## src/rtl/pdm_cic_decimator_pkg.sv

```systemverilog
// rtl/pdm_cic_decimator_pkg.sv - shared widths, helpers and PCM type for the PDM CIC decimator
package pdm_pkg;

    localparam int DEF_DECIMATION_FACTOR = 128;
    localparam int DEF_CIC_STAGES        = 4;
    localparam int DEF_DATA_WIDTH        = 16;

    // Accumulator width: 2-bit signed input plus full CIC bit growth N*log2(R).
    function automatic int cic_width(input int r, input int n);
        return 2 + n * $clog2(r);
    endfunction

    function automatic int cic_shift(input int r, input int n, input int dw);
        return n * $clog2(r) + 1 - dw;
    endfunction

    localparam int W_ACC = cic_width(DEF_DECIMATION_FACTOR, DEF_CIC_STAGES);
    localparam int SHIFT = cic_shift(DEF_DECIMATION_FACTOR, DEF_CIC_STAGES, DEF_DATA_WIDTH);

    typedef logic signed [DEF_DATA_WIDTH-1:0] pcm_t;

endpackage

```

## src/rtl/pdm_cic_decimator_if.sv

```systemverilog
// rtl/pdm_cic_decimator_if.sv - PDM input strobe and PCM output strobe bundle
interface pdm_cic_decimator_if #(
    parameter int DATA_WIDTH = 16
);
    logic                         pdm_bit;
    logic                         pdm_valid;
    logic signed [DATA_WIDTH-1:0] pcm_data;
    logic                         pcm_valid;
    logic                         pcm_sat;

    modport master (output pdm_bit, pdm_valid, input pcm_data, pcm_valid, pcm_sat);
    modport slave  (input pdm_bit, pdm_valid, output pcm_data, pcm_valid, pcm_sat);
endinterface

```

## src/rtl/pdm_cic_decimator_comb_stage.sv

```systemverilog
// rtl/pdm_cic_decimator_comb_stage.sv - one CIC comb stage, differential delay 1, registered output
module cic_comb_stage #(
    parameter int WIDTH = 30
) (
    input  logic             clk,
    input  logic             rst,
    input  logic             en,
    input  logic [WIDTH-1:0] x,
    output logic [WIDTH-1:0] y
);
    logic [WIDTH-1:0] d_q, d_d;
    logic [WIDTH-1:0] y_q, y_d;

    always_comb begin
        d_d = d_q;
        y_d = y_q;
        if (en) begin
            y_d = x - d_q;
            d_d = x;
        end
    end

    always_ff @(posedge clk) begin
        if (rst) begin
            d_q <= '0;
            y_q <= '0;
        end else begin
            d_q <= d_d;
            y_q <= y_d;
        end
    end

    assign y = y_q;

endmodule

```

## src/rtl/pdm_cic_decimator.sv

```systemverilog
// rtl/pdm_cic_decimator.sv - N-stage CIC decimator turning a PDM bitstream into saturated signed PCM
module pdm_cic_decimator
    import pdm_pkg::*;
#(
    parameter int DECIMATION_FACTOR = DEF_DECIMATION_FACTOR,
    parameter int CIC_STAGES        = DEF_CIC_STAGES,
    parameter int DATA_WIDTH        = DEF_DATA_WIDTH
) (
    input  logic                   clk,
    input  logic                   rst,
    pdm_cic_decimator_if.slave     bus
);
    localparam int N      = CIC_STAGES;
    localparam int LOG2R  = $clog2(DECIMATION_FACTOR);
    localparam int WA     = cic_width(DECIMATION_FACTOR, CIC_STAGES);
    localparam int SH     = cic_shift(DECIMATION_FACTOR, CIC_STAGES, DATA_WIDTH);
    localparam int WARM_W = $clog2(N + 1);

    localparam logic signed [WA-1:0] PCM_MAX = WA'((1 << (DATA_WIDTH - 1)) - 1);
    localparam logic signed [WA-1:0] PCM_MIN = ~PCM_MAX;

    if ((1 << LOG2R) != DECIMATION_FACTOR) begin : g_chk_pow2
        $error("DECIMATION_FACTOR must be a power of two");
    end
    if (DECIMATION_FACTOR < N + 2) begin : g_chk_overlap
        $error("DECIMATION_FACTOR must be at least CIC_STAGES+2");
    end
    if (SH < 0) begin : g_chk_shift
        $error("output shift must be non-negative");
    end

    logic [WA-1:0]         integ_q [N];
    logic [WA-1:0]         integ_d [N];
    logic [LOG2R-1:0]      cnt_q, cnt_d;
    logic [N:0]            vld_q, vld_d;
    logic [WARM_W-1:0]     warm_q, warm_d;
    logic [DATA_WIDTH-1:0] pcm_data_q, pcm_data_d;
    logic                  pcm_valid_q, pcm_valid_d;
    logic                  pcm_sat_q, pcm_sat_d;

    logic [WA-1:0]         comb_x [N];
    logic [WA-1:0]         comb_y [N];
    logic [WA-1:0]         in_term;
    logic signed [WA-1:0]  y_shift;
    logic                  clip;

    for (genvar k = 0; k < N; k++) begin : g_comb
        if (k == 0) begin : g_first
            assign comb_x[k] = integ_q[N-1];
        end else begin : g_rest
            assign comb_x[k] = comb_y[k-1];
        end
        cic_comb_stage #(.WIDTH(WA)) u_comb (
            .clk (clk),
            .rst (rst),
            .en  (vld_q[k]),
            .x   (comb_x[k]),
            .y   (comb_y[k])
        );
    end

    always_comb begin
        in_term     = bus.pdm_bit ? WA'(1) : {WA{1'b1}};
        integ_d     = integ_q;
        cnt_d       = cnt_q;
        warm_d      = warm_q;
        pcm_data_d  = pcm_data_q;
        pcm_valid_d = 1'b0;
        pcm_sat_d   = 1'b0;

        if (bus.pdm_valid) begin
            integ_d[0] = integ_q[0] + in_term;
            for (int k = 1; k < N; k++) begin
                integ_d[k] = integ_q[k] + integ_q[k-1];
            end
            cnt_d = cnt_q + LOG2R'(1);
        end

        // vld_q[k] enables comb stage k; vld_q[N] registers the output word.
        vld_d = {vld_q[N-1:0], bus.pdm_valid && (cnt_q == LOG2R'(DECIMATION_FACTOR - 1))};

        y_shift = $signed(comb_y[N-1]) >>> SH;
        clip    = (y_shift > PCM_MAX) || (y_shift < PCM_MIN);

        if (vld_q[N]) begin
            if (y_shift > PCM_MAX) begin
                pcm_data_d = PCM_MAX[DATA_WIDTH-1:0];
            end else if (y_shift < PCM_MIN) begin
                pcm_data_d = PCM_MIN[DATA_WIDTH-1:0];
            end else begin
                pcm_data_d = y_shift[DATA_WIDTH-1:0];
            end
            // The first N words still carry start-up transient from the zeroed comb delays.
            if (warm_q == WARM_W'(N)) begin
                pcm_valid_d = 1'b1;
                pcm_sat_d   = clip;
            end else begin
                warm_d = warm_q + WARM_W'(1);
            end
        end
    end

    always_ff @(posedge clk) begin
        if (rst) begin
            for (int k = 0; k < N; k++) begin
                integ_q[k] <= '0;
            end
            cnt_q       <= '0;
            vld_q       <= '0;
            warm_q      <= '0;
            pcm_data_q  <= '0;
            pcm_valid_q <= 1'b0;
            pcm_sat_q   <= 1'b0;
        end else begin
            integ_q     <= integ_d;
            cnt_q       <= cnt_d;
            vld_q       <= vld_d;
            warm_q      <= warm_d;
            pcm_data_q  <= pcm_data_d;
            pcm_valid_q <= pcm_valid_d;
            pcm_sat_q   <= pcm_sat_d;
        end
    end

    assign bus.pcm_data  = pcm_data_q;
    assign bus.pcm_valid = pcm_valid_q;
    assign bus.pcm_sat   = pcm_sat_q;

endmodule
```

## src/flat_wrapper.sv

```systemverilog
// flat-port wrapper written by rule: the top's interface ports become plain ports
module pdm_cic_decimator_flat import pdm_pkg::*;
#(
    parameter int DECIMATION_FACTOR = DEF_DECIMATION_FACTOR,
    parameter int CIC_STAGES        = DEF_CIC_STAGES,
    parameter int DATA_WIDTH        = DEF_DATA_WIDTH
)
  (clk, rst, bus_pdm_bit, bus_pdm_valid, bus_pcm_data, bus_pcm_valid, bus_pcm_sat);
  pdm_cic_decimator_if #(.DATA_WIDTH(DATA_WIDTH)) bus_i ();
  input  logic clk;
  input  logic rst;
  input wire logic [$bits(bus_i.pdm_bit)-1:0] bus_pdm_bit;
  input wire logic [$bits(bus_i.pdm_valid)-1:0] bus_pdm_valid;
  output wire logic [$bits(bus_i.pcm_data)-1:0] bus_pcm_data;
  output wire logic [$bits(bus_i.pcm_valid)-1:0] bus_pcm_valid;
  output wire logic [$bits(bus_i.pcm_sat)-1:0] bus_pcm_sat;
  assign bus_i.pdm_bit = bus_pdm_bit;
  assign bus_i.pdm_valid = bus_pdm_valid;
  assign bus_pcm_data = bus_i.pcm_data;
  assign bus_pcm_valid = bus_i.pcm_valid;
  assign bus_pcm_sat = bus_i.pcm_sat;
  pdm_cic_decimator #(.DECIMATION_FACTOR(DECIMATION_FACTOR), .CIC_STAGES(CIC_STAGES), .DATA_WIDTH(DATA_WIDTH)) u_core (.clk(clk), .rst(rst), .bus(bus_i));
endmodule
```

## config.mk

```make
export PLATFORM = sky130hd
export DESIGN_NAME = pdm_cic_decimator_flat
export DESIGN_NICKNAME = d
export VERILOG_FILES = /design/src/rtl/pdm_cic_decimator_pkg.sv /design/src/rtl/pdm_cic_decimator_if.sv /design/src/rtl/pdm_cic_decimator_comb_stage.sv /design/src/rtl/pdm_cic_decimator.sv /design/src/flat_wrapper.sv
export SDC_FILE = /design/constraint.sdc
export NUM_CORES = 1
export LEC_CHECK = 0
export BUFFER_PORTS_ARGS = -buffer_cell sky130_fd_sc_hd__buf_4
export CAP_MARGIN = 20
export CELL_PAD_IN_SITES_DETAIL_PLACEMENT = 1
export CELL_PAD_IN_SITES_GLOBAL_PLACEMENT = 2
export CORE_ASPECT_RATIO = 1.5
export CORE_MARGIN = 4
export CORE_UTILIZATION = 43
export DETAILED_ROUTE_END_ITERATION = 7
export HOLD_SLACK_MARGIN = 0.12
export PLACE_DENSITY = 0.93
export SYNTH_ARGS = -nofsm -noshare
export SYNTH_HDL_FRONTEND = slang
export SYNTH_SLANG_ARGS = --single-unit
export TNS_END_PERCENT = 30
```

## constraint.sdc

```tcl
create_clock -name clk -period 6.55 [get_ports clk]
set_input_delay 0.9825 -clock clk [delete_from_list [all_inputs] [get_ports clk]]
set_output_delay 0.9825 -clock clk [all_outputs]
set_load 0.01 [all_outputs]
```

==> flow_summary.ini, run 1 <==
[status]
status = completed

[sta]
setup_tns_ns = 0
tightestPinTransition_ns = 0.990
grt_setup_unrepaired = false
fmax_ghz = 0.265
report.final.slew_viol_count = 0
min_period_ns = 3.78
clock_skew_ns = 0.0237
max-slew-margin-rel_pct = 34.0
finalCritPeriodShare_pct = 57.7
hold_viol_final = 0
setup_viol_count_final = 0

[yosys]
yosys.cell_types.count = 79
yosysWarnings = 0
syn_inst = 2985
yosysMostFrequentCell = nor2_1
synth-main-ff-cell = dfxtp_1
synth-edff-count = 0
synth_top_area_cell = dfxtp_1
netlist_area_um2 = 24700
synth_commonest_cells = 444 x nor2_1, 380 x dfxtp_1, 240 x mux2i_1, 233 x ha_1, 205 x a21oi_1
netlist_top_cells_area = dfxtp_1 31%, ha_1 12%, mux2i_1 9.7%, nor2_1 6.8%, a21oi_1 4.2%
syn_nets = 3229
synth_top_area_share_pct = 30.8
ys_ff_latch = 380
syn-mean-instance-area_um2 = 8.27
async_reset_ff_share_pct = 0
synth_seq_area_share_pct = 30.8

[cells_and_area]
drive_above_1_share_pct = 4.52
ff_latch_area_um2 = 7620
antennaDiodeCount = 0
n_fill_cell = 6796
nets = 3179
multi_input_area_um2 = 15900
syn_to_final_growth_pct = 8.94

[worst_hold_path]
hold_class = flop to flop
hold_start = u_core.bus.pcm_data[6]$_SDFFE_PP0P_
holdPathStages = 2

[worst_setup_path]
rrSetupSlack_ns = 2.77
r2r-end = u_core.integ_q[58]$_SDFFE_PP0P_
crit_path_end_kind = flop
cp_top_family = compound AO/OA/AOI/OAI gates
cp_num_buf_inv = 1
max_stage_delay_ns = 0.61
path_max_fanout = 4
critPathArrivalTime_ns = 4.21
r2r_start = u_core.integ_q[60]$_SDFFE_PP0P_
path_cells = ha_1 -> inv_1 -> fa_1 -> nor2b_1 -> o21ai_0 -> a21oi_1 -> o2111ai_1 -> a31oi_1 -> a21oi_1 -> o21ai_0 -> and3_1 -> mux2i_1 -> o311ai_0
path_class = flop to flop
cp_slowest_cell = a31oi_1
startpoint_type = flop
crit_path_end = u_core.integ_q[58]$_SDFFE_PP0P_
startpoint = u_core.integ_q[60]$_SDFFE_PP0P_
r2r_cells = 13
cp.depth = 13
required_ns = 6.99

[clocking]
path_clk_slew_ns = 0.06
h-tree-depth = 2
insertion_delay_ns = 0.59
post-cts-setup-buffer-count = 0
cts.sinks = 380
numCtsBuffers = 42
cts_tree = yes
clockBufferDepth = 3
root_buffer = clkbuf_16
ctsResizeCount = 0
cts_hold_buffers = 0

[global_routing]
grtUsageTotal_pct = 20.4
grt_pass1_vias = 22500
antenna_found_initial = 0
grt_max_degree = 128
grt_overflow_total = 0
grt_pass1_wl_um = 107000

[die]
die-area_um2 = 61400
start_util_pct = 43.5
ioPinCount = 22
row_count = 107
core_um2 = 56800
die_h_um = 301
dieWidth_um = 204

[pwr]
pwr-share-clk_pct = 39.8
power_density_nw_per_um2 = 228
combinationalPowerShare_pct = 19.7
seqPwrFrac_pct = 40.6
irDropWorstVdd_uv = 175
leakage_nw = 11.4
switching_share_pct = 29.1
power_mw = 6.13
power.switching_mw = 1.79
p_int_mw = 4.35

[route]
wirelength_um = 63200
drt_iter0_markers = 587
via_per_inst = 5.64
drt_pass1_iterations = 4
avgRoutedWirePerCell_um = 16.9
ant_nets = 0
drc = 0
vias = 21000

[placement]
gp_congestion = 0.891
io_buffer_count = 21
dp_hpwl_um = 47300

[flow_run]
maxCapViolCount = 0
-- how the worst min path moves through the flow --
stage | end | slack (ns)
finish | u_core.bus.pcm_data[6]$_SDFFE_PP0P_ | 0.49
global route | u_core.bus.pcm_data[10]$_SDFFE_PP0P_ | 0.51
CTS | u_core.bus.pcm_data[6]$_SDFFE_PP0P_ | 0.49
detailed placement | u_core.g_comb[2].u_comb.d_q[22]$_SDFFE_PP0P_ | 0.48
global placement | u_core.cnt_q[5]$_SDFFE_PP0P_ | 0.46
floorplan | u_core.g_comb[0].u_comb.y[15]$_SDFFE_PP0P_ | 0.45
-- worst register-to-register path, cell delays in order, from the launching register on --
cell	delay, ns
dfxtp_1	0.36
ha_1	0.21
inv_1	0.07
fa_1	0.44
nor2b_1	0.15
o21ai_0	0.13
a21oi_1	0.28
o2111ai_1	0.24
a31oi_1	0.61
a21oi_1	0.26
o21ai_0	0.34
and3_1	0.22
mux2i_1	0.19
o311ai_0	0.14
-- flip-flops by register name (all words and copies together), names as in the netlist --
register and count:
u_core.comb_x 30, u_core.bus.pcm_data 16, u_core.bus.pcm_valid 1, u_core.warm_q 3, u_core.g_comb.u_comb.y 107, u_core.g_comb.u_comb.d_q 120
u_core.integ_q 90, u_core.vld_q 5, u_core.cnt_q 7, u_core.bus.pcm_sat 1
-- per-stage QoR --
step	setup WS (ns)	hold slack [ns]	instance area (um2)	cells	util [%]
after floorplan	2.64	0.448	24700	2985	-
after global placement	1.82	0.464	25400	3652	44.8
after detailed placement	1.73	0.481	25400	3652	44.8
after CTS	2.32	0.490	26800	3727	47.3
after global routing	2.36	0.512	26900	3729	47.4
final	2.77	0.487	26900	3729	47.4
-- cells by family (layout without fill, tap and decap cells) --
kind of cell	after synthesis	in the layout	share of synthesized area, %
DFF	380	380	30.8
xor gates and xnor gates	167	167	5.93
AOI/OAI and AO/OA	740	740	19.6
muxes	242	242	9.83
adders and majority gates	240	240	12.4
buffers and inverters	314	295	4.78
and+or+nand+nor	902	902	16.6
-- area by class of cell --
class	count	area share, %
multi-input cells	2291	59.1
clock inverters	13	0.801
inverters	183	2.56
well taps	763	3.55
clock buffers	62	4.52
flip-flops and latches	380	28.3
repair buffers	37	1.13
-- cells in the final DEF (no fill, tap or decap), types with 10 or more instances in the layout --
master / Yosys / layout
nor2_1: 444 / 444
dfxtp_1: 380 / 376
mux2i_1: 240 / 240
ha_1: 233 / 233
a21oi_1: 205 / 205
inv_1: 181 / 180
nand2_1: 153 / 153
o21ai_0: 124 / 124
a21o_1: 112 / 112
xnor2_1: 102 / 102
xor2_1: 65 / 65
nor3_1: 54 / 54
a211oi_1: 53 / 53
nand2b_1: 43 / 43
clkbuf_16: 0 / 42
nand3_1: 41 / 41
and3_1: 38 / 38
nand4_1: 35 / 35
a31oi_1: 34 / 34
buf_4: 0 / 34
nor2b_1: 28 / 28
o21a_1: 24 / 24
a311oi_1: 21 / 21
o21bai_1: 20 / 20
o31ai_1: 17 / 17
o22ai_1: 12 / 12
or3_1: 11 / 11
o211ai_1: 11 / 11
a211o_1: 11 / 11
clkbuf_1: 115 / 11
and4_1: 10 / 10
and2_1: 10 / 10
-- power by group through the flow --
stage          clock network, mW  registers (mW)  logic (mW)
3_3_place_gp                   0            2.53        1.14
4_1_cts                     2.52            2.49        1.21
3_5_place_dp                   0            2.54        1.20
5_1_grt                     2.61            2.50        1.35
2_1_floorplan                  0            2.50       0.952
6_report                    2.44            2.49        1.21
-- metal layers --
metal	wire [um]	track usage [%]
met1	24200	20.4
met2	35200	41.7
met3	1170	2.12
met4	2520	8.40
met5	0	0
Note: power is estimated with default switching activity, not from simulation.
==> run 2, diff against run 1 <==
--- a/config.mk
+++ b/config.mk
@@ -11,10 +11,10 @@
 export CELL_PAD_IN_SITES_GLOBAL_PLACEMENT = 2
 export CORE_ASPECT_RATIO = 1.5
 export CORE_MARGIN = 4
-export CORE_UTILIZATION = 43
+export CORE_UTILIZATION = 36
 export DETAILED_ROUTE_END_ITERATION = 7
 export HOLD_SLACK_MARGIN = 0.12
-export PLACE_DENSITY = 0.93
+export PLACE_DENSITY = 0.84
 export SYNTH_ARGS = -nofsm -noshare
 export SYNTH_HDL_FRONTEND = slang
 export SYNTH_SLANG_ARGS = --single-unit
==> constraint.sdc (replaced) <==
create_clock -name clk -period 3.4 [get_ports clk]
set_input_delay 0.51 -clock clk [delete_from_list [all_inputs] [get_ports clk]]
set_output_delay 0.51 -clock clk [all_outputs]
set_load 0.01 [all_outputs]
==> flow_summary.ini, run 2 (same netlist as run 1, synthesis figures left out) <==
[route]
ant_nets = 0
wirelength_um = 64800
drc = 0
drt_pass1_iterations = 4
via_per_inst = 5.41
vias = 21200
avgRoutedWirePerCell_um = 16.5
drt_iter0_markers = 725

[worst_setup_path]
r2r_cells = 11
required_ns = 3.86
critPathArrivalTime_ns = 3.71
path_cells = ha_1 -> nand2_1 -> o21ai_1 -> nand2_1 -> a21boi_0 -> a41oi_2 -> a211oi_2 -> a311oi_1 -> or4b_1 -> a31oi_1 -> mux2_1
cp_slowest_cell = or4b_1
r2r_start = u_core.integ_q[44]$_SDFFE_PP0P_
rrSetupSlack_ns = 0.15
startpoint_type = flop
path_class = flop to flop
crit_path_end_kind = flop
crit_top_cell = nand2_1
path_max_fanout = 7
max_stage_delay_ns = 0.54
r2r-end = u_core.integ_q[59]$_SDFFE_PP0P_

[clocking]
cts_hold_buffers = 0
h-tree-depth = 2
post-cts-setup-buffer-count = 0
cts_tree = yes
path_clk_slew_ns = 0.06
insertion_delay_ns = 0.59
numCtsBuffers = 42
root_buffer = clkbuf_16
clockBufferDepth = 3
cts.sinks = 380

[flow_run]
maxCapViolCount = 0

[global_routing]
grt_pass1_wl_um = 109000
grt_pass1_vias = 22700
grt_max_degree = 189
grtUsageTotal_pct = 17.4
antenna_found_initial = 0
grt_overflow_total = 0

[die]
row_count = 117
start_util_pct = 36.3
core_um2 = 67900
ioPinCount = 22
die_h_um = 329
die-area_um2 = 72900
dieWidth_um = 222

[sta]
report.final.slew_viol_count = 0
min_period_ns = 3.25
tightestPinTransition_ns = 0.854
fmax_ghz = 0.307
hold_viol_final = 0
clock_skew_ns = 0.0339
setup_viol_count_final = 0
max-slew-margin-rel_pct = 43.1
hold_ws_ns = 0.324
setup_tns_ns = 0
grt_setup_unrepaired = true
finalCritPeriodShare_pct = 95.7

[cells_and_area]
n_fill_cell = 8078
antennaDiodeCount = 0
post-route-cell-area_um2 = 27700
final_cell_mix = 444 x nor2_1, 375 x dfxtp_1, 240 x mux2i_1, 233 x ha_1, 204 x a21oi_1
nets = 3244
regMostFlops = u_core.g_comb.u_comb.d_q
ff_latch_area_um2 = 7620
final_common_cell = nor2_1
syn_to_final_growth_pct = 12.4
largest_register_ffs = 120
drive_above_1_share_pct = 7.32
fin_cells = 3926
multi_input_area_um2 = 16000
final_util_pct = 40.8

[pwr]
seqPwrFrac_pct = 39.1
power_density_nw_per_um2 = 442
leakage_nw = 11.8
p_int_mw = 8.71
power.switching_mw = 3.55
switching_share_pct = 29.0
pwr-share-clk_pct = 40.5
combinationalPowerShare_pct = 20.4
irDropWorstVdd_uv = 335

[placement]
gp_congestion = 0.871
dpl.cell_count = 3848
placed_cell_area_um2 = 26100
io_buffer_count = 21
dp_hpwl_um = 49100

[worst_hold_path]
holdPathStages = 2
hold_class = input pin to flop
hold_start = rst
min_to = u_core.integ_q[89]$_SDFFE_PP0P_

[status]
status = completed
[run 2: layout make-up]
type	count	share of cell area, %
Inverter	183	2.49
Clock buffer	61	4.48
Sequential cell	380	27.5
Clock inverter	17	1.03
Multi-Input combinational cell	2291	57.6
Tap cell	892	4.03
Timing Repair Buffer	102	2.92
[run 2: per-stage QoR]
stage / total power [mW] / setup WS, ns
6_report: 12.3 / 0.146
5_1_grt: 12.9 / -0.0435
4_1_cts: 12.4 / 0.0118
3_5_place_dp: 7.37 / -0.168
3_3_place_gp: 7.25 / -0.119
2_1_floorplan: 6.65 / 0.0684
[run 2: repair_timing]
item,in CTS,in global routing
endpoints found under the setup margin,0,34
resized for setup,0,22
hold endpoints to repair,0,0
[run 2: worst max path at each step]
stage,from,end,slack (ns),cells past startpoint
2_1_floorplan,bus_pdm_bit,u_core.integ_q[118]$_SDFFE_PP0P_,0.07,12
3_3_place_gp,bus_pdm_bit,u_core.integ_q[117]$_SDFFE_PP0P_,-0.12,14
3_5_place_dp,bus_pdm_bit,u_core.integ_q[117]$_SDFFE_PP0P_,-0.17,14
4_1_cts,u_core.integ_q[30]$_SDFFE_PP0P_,u_core.integ_q[52]$_SDFFE_PP0P_,0.01,14
5_1_grt,u_core.integ_q[32]$_SDFFE_PP0P_,u_core.integ_q[59]$_SDFFE_PP0P_,-0.04,11
6_report,u_core.integ_q[44]$_SDFFE_PP0P_,u_core.integ_q[59]$_SDFFE_PP0P_,0.15,11
[run 2: critical path, delay by kind of cell, from the launching register on]
kind | cells | cell delay [ns]
adders and majority gates | 1 | 0.42
DFF | 1 | 0.33
and+or+nand+nor | 3 | 0.74
AOI/OAI and AO/OA | 6 | 1.31
muxes | 1 | 0.34
[run 2: power by group through the flow]
stage          Sequential (mW)  Clock, mW  Combinational, mW
3_3_place_gp              4.88          0               2.37
2_1_floorplan             4.82          0               1.83
6_report                  4.79       4.97               2.50
4_1_cts                   4.79       5.15               2.49
3_5_place_dp              4.89          0               2.48
5_1_grt                   4.82       5.32               2.78
[run 2: per-layer routing]
layer	wire length [um]	vias to the layer above	track usage, %
met4	2770	0	7.15
met5	0	-	0
met1	24900	10200	17.4
met2	35900	218	35.7
li1	-	10600	-
met3	1320	159	1.87
==> run 3, diff against run 2 <==
--- a/config.mk
+++ b/config.mk
@@ -11,10 +11,10 @@
 export CELL_PAD_IN_SITES_GLOBAL_PLACEMENT = 2
 export CORE_ASPECT_RATIO = 1.5
 export CORE_MARGIN = 4
-export CORE_UTILIZATION = 36
+export CORE_UTILIZATION = 30
 export DETAILED_ROUTE_END_ITERATION = 7
 export HOLD_SLACK_MARGIN = 0.12
-export PLACE_DENSITY = 0.84
+export PLACE_DENSITY = 0.73
 export SYNTH_ARGS = -nofsm -noshare
 export SYNTH_HDL_FRONTEND = slang
 export SYNTH_SLANG_ARGS = --single-unit
==> flow_summary.ini, run 3 (same netlist as run 1, synthesis figures left out) <==
[die]
core_um2 = 81400
start_util_pct = 30.3
dieWidth_um = 242
row_count = 128
die-area_um2 = 87000
ioPinCount = 22
die_h_um = 359

[worst_setup_path]
cp_slowest_cell = or4b_1
critPathArrivalTime_ns = 3.79
path_max_fanout = 4
required_ns = 3.88
startpoint_type = flop
max_stage_delay_ns = 0.54
path_cells = ha_1 -> o21ai_0 -> o21ai_1 -> nand2_1 -> o21ai_2 -> a41oi_2 -> a211oi_2 -> a311oi_1 -> or4b_1 -> a31oi_1 -> mux2_1
path_class = flop to flop
crit_path_end_kind = flop

[clocking]
numCtsBuffers = 42
h-tree-depth = 2
cts_tree = yes
insertion_delay_ns = 0.60
cts.sinks = 380
path_clk_slew_ns = 0.06
clockBufferDepth = 3
root_buffer = clkbuf_16

[sta]
setup_viol_count_final = 0
setup_tns_ns = 0
grt_setup_unrepaired = true
hold_ws_ns = 0.244
max-slew-margin-rel_pct = 36.6
fmax_ghz = 0.302
finalCritPeriodShare_pct = 97.4
min_period_ns = 3.31
report.final.slew_viol_count = 0
clock_skew_ns = 0.0358
hold_viol_final = 0
tightestPinTransition_ns = 0.951

[route]
ant_nets = 0
vias = 21000
via_per_inst = 5.13
wirelength_um = 64900
drc = 0
drt_iter0_markers = 608
drt_pass1_iterations = 4
avgRoutedWirePerCell_um = 15.9

[cells_and_area]
antennaDiodeCount = 0
final_cell_mix = 444 x nor2_1, 376 x dfxtp_1, 240 x mux2i_1, 233 x ha_1, 201 x a21oi_1
n_fill_cell = 9602
nets = 3260
drive_above_1_share_pct = 7.65
regMostFlops = u_core.g_comb.u_comb.d_q
ff_latch_area_um2 = 7620
multi_input_area_um2 = 16000
syn_to_final_growth_pct = 13.3
final_common_cell = nor2_1
largest_register_ffs = 120

[pwr]
power_density_nw_per_um2 = 430
irDropWorstVdd_uv = 238
leakage_nw = 11.8

[worst_hold_path]
hold_class = input pin to flop

[global_routing]
grtUsageTotal_pct = 14.4
grt_pass1_vias = 22300
antenna_found_initial = 0
grt_max_degree = 203
grt_overflow_total = 0
grt_pass1_wl_um = 108000

[placement]
dp_hpwl_um = 49500
io_buffer_count = 21
gp_congestion = 0.858

[flow_run]
maxCapViolCount = 0

[status]
status = completed
-- run 3: final cells by class --
class | count | area share (%)
Inverter | 183 | 2.47
Clock buffer | 62 | 4.39
Clock inverter | 12 | 0.729
Multi-Input combinational cell | 2291 | 57.1
Sequential cell | 380 | 27.2
Timing Repair Buffer | 118 | 3.42
Tap cell | 1040 | 4.65
-- run 3: report_power, final --
part / internal, mW / switching [mW] / total (mW)
Sequential: 4.62 / 0.176 / 4.79
Combinational: 1.09 / 1.41 / 2.50
Clock: 2.82 / 1.93 / 4.75
Total: 8.52 / 3.52 / 12.0
-- run 3: metrics by stage --
stage / instances / utilization [%] / area (um2) / setup slack, ns / power [mW]
finish: 4086 / 34.4 / 28000 / 0.0889 / 12.0
global route: 4086 / 34.4 / 28000 / -0.0916 / 12.7
CTS: 4086 / 34.3 / 27900 / 0.0316 / 12.2
detailed placement: 4012 / 32.5 / 26500 / -0.267 / 7.38
global placement: 4012 / 32.5 / 26500 / -0.149 / 7.28
floorplan: 2985 / - / 24700 / 0.0684 / 6.65
-- run 3: metal layers --
| layer | routed length, um | vias up | GRT usage (%) |
|---|---|---|---|
| li1 | - | 10700 | - |
| met5 | 0 | - | 0 |
| met1 | 25600 | 10000 | 14.4 |
| met2 | 35800 | 153 | 29.9 |
| met3 | 1220 | 116 | 1.77 |
| met4 | 2310 | 0 | 5.25 |
-- run 3: repair_timing --
action | CTS | global route
buffers inserted | 0 | 0
gates resized for setup | 1 | 20
pin swaps | 0 | 3
hold buffers | 0 | 0
setup endpoints to repair | 1 | 25
-- run 3: final timing paths --
path	start	endpoint	slack [ns]	depth (start not counted)
hold reg to reg	u_core.g_comb[2].u_comb.y[16]$_SDFFE_PP0P_	u_core.g_comb[2].u_comb.y[16]$_SDFFE_PP0P_	0.48	2
setup reg to reg	u_core.integ_q[32]$_SDFFE_PP0P_	u_core.integ_q[59]$_SDFFE_PP0P_	0.09	11
hold / removal	rst	u_core.integ_q[58]$_SDFFE_PP0P_	0.24	2
setup / recovery	u_core.integ_q[32]$_SDFFE_PP0P_	u_core.integ_q[59]$_SDFFE_PP0P_	0.09	11
-- run 3: worst max-delay path: cells and delay by family (launching register included) --
kind                     cells  cell delay [ns]
AND/OR/NAND/NOR              2             0.66
multiplexers                 1             0.34
AO/OA/AOI/OAI                7             1.54
adder cells (fa/ha/maj)      1             0.33
flip-flops                   1             0.34
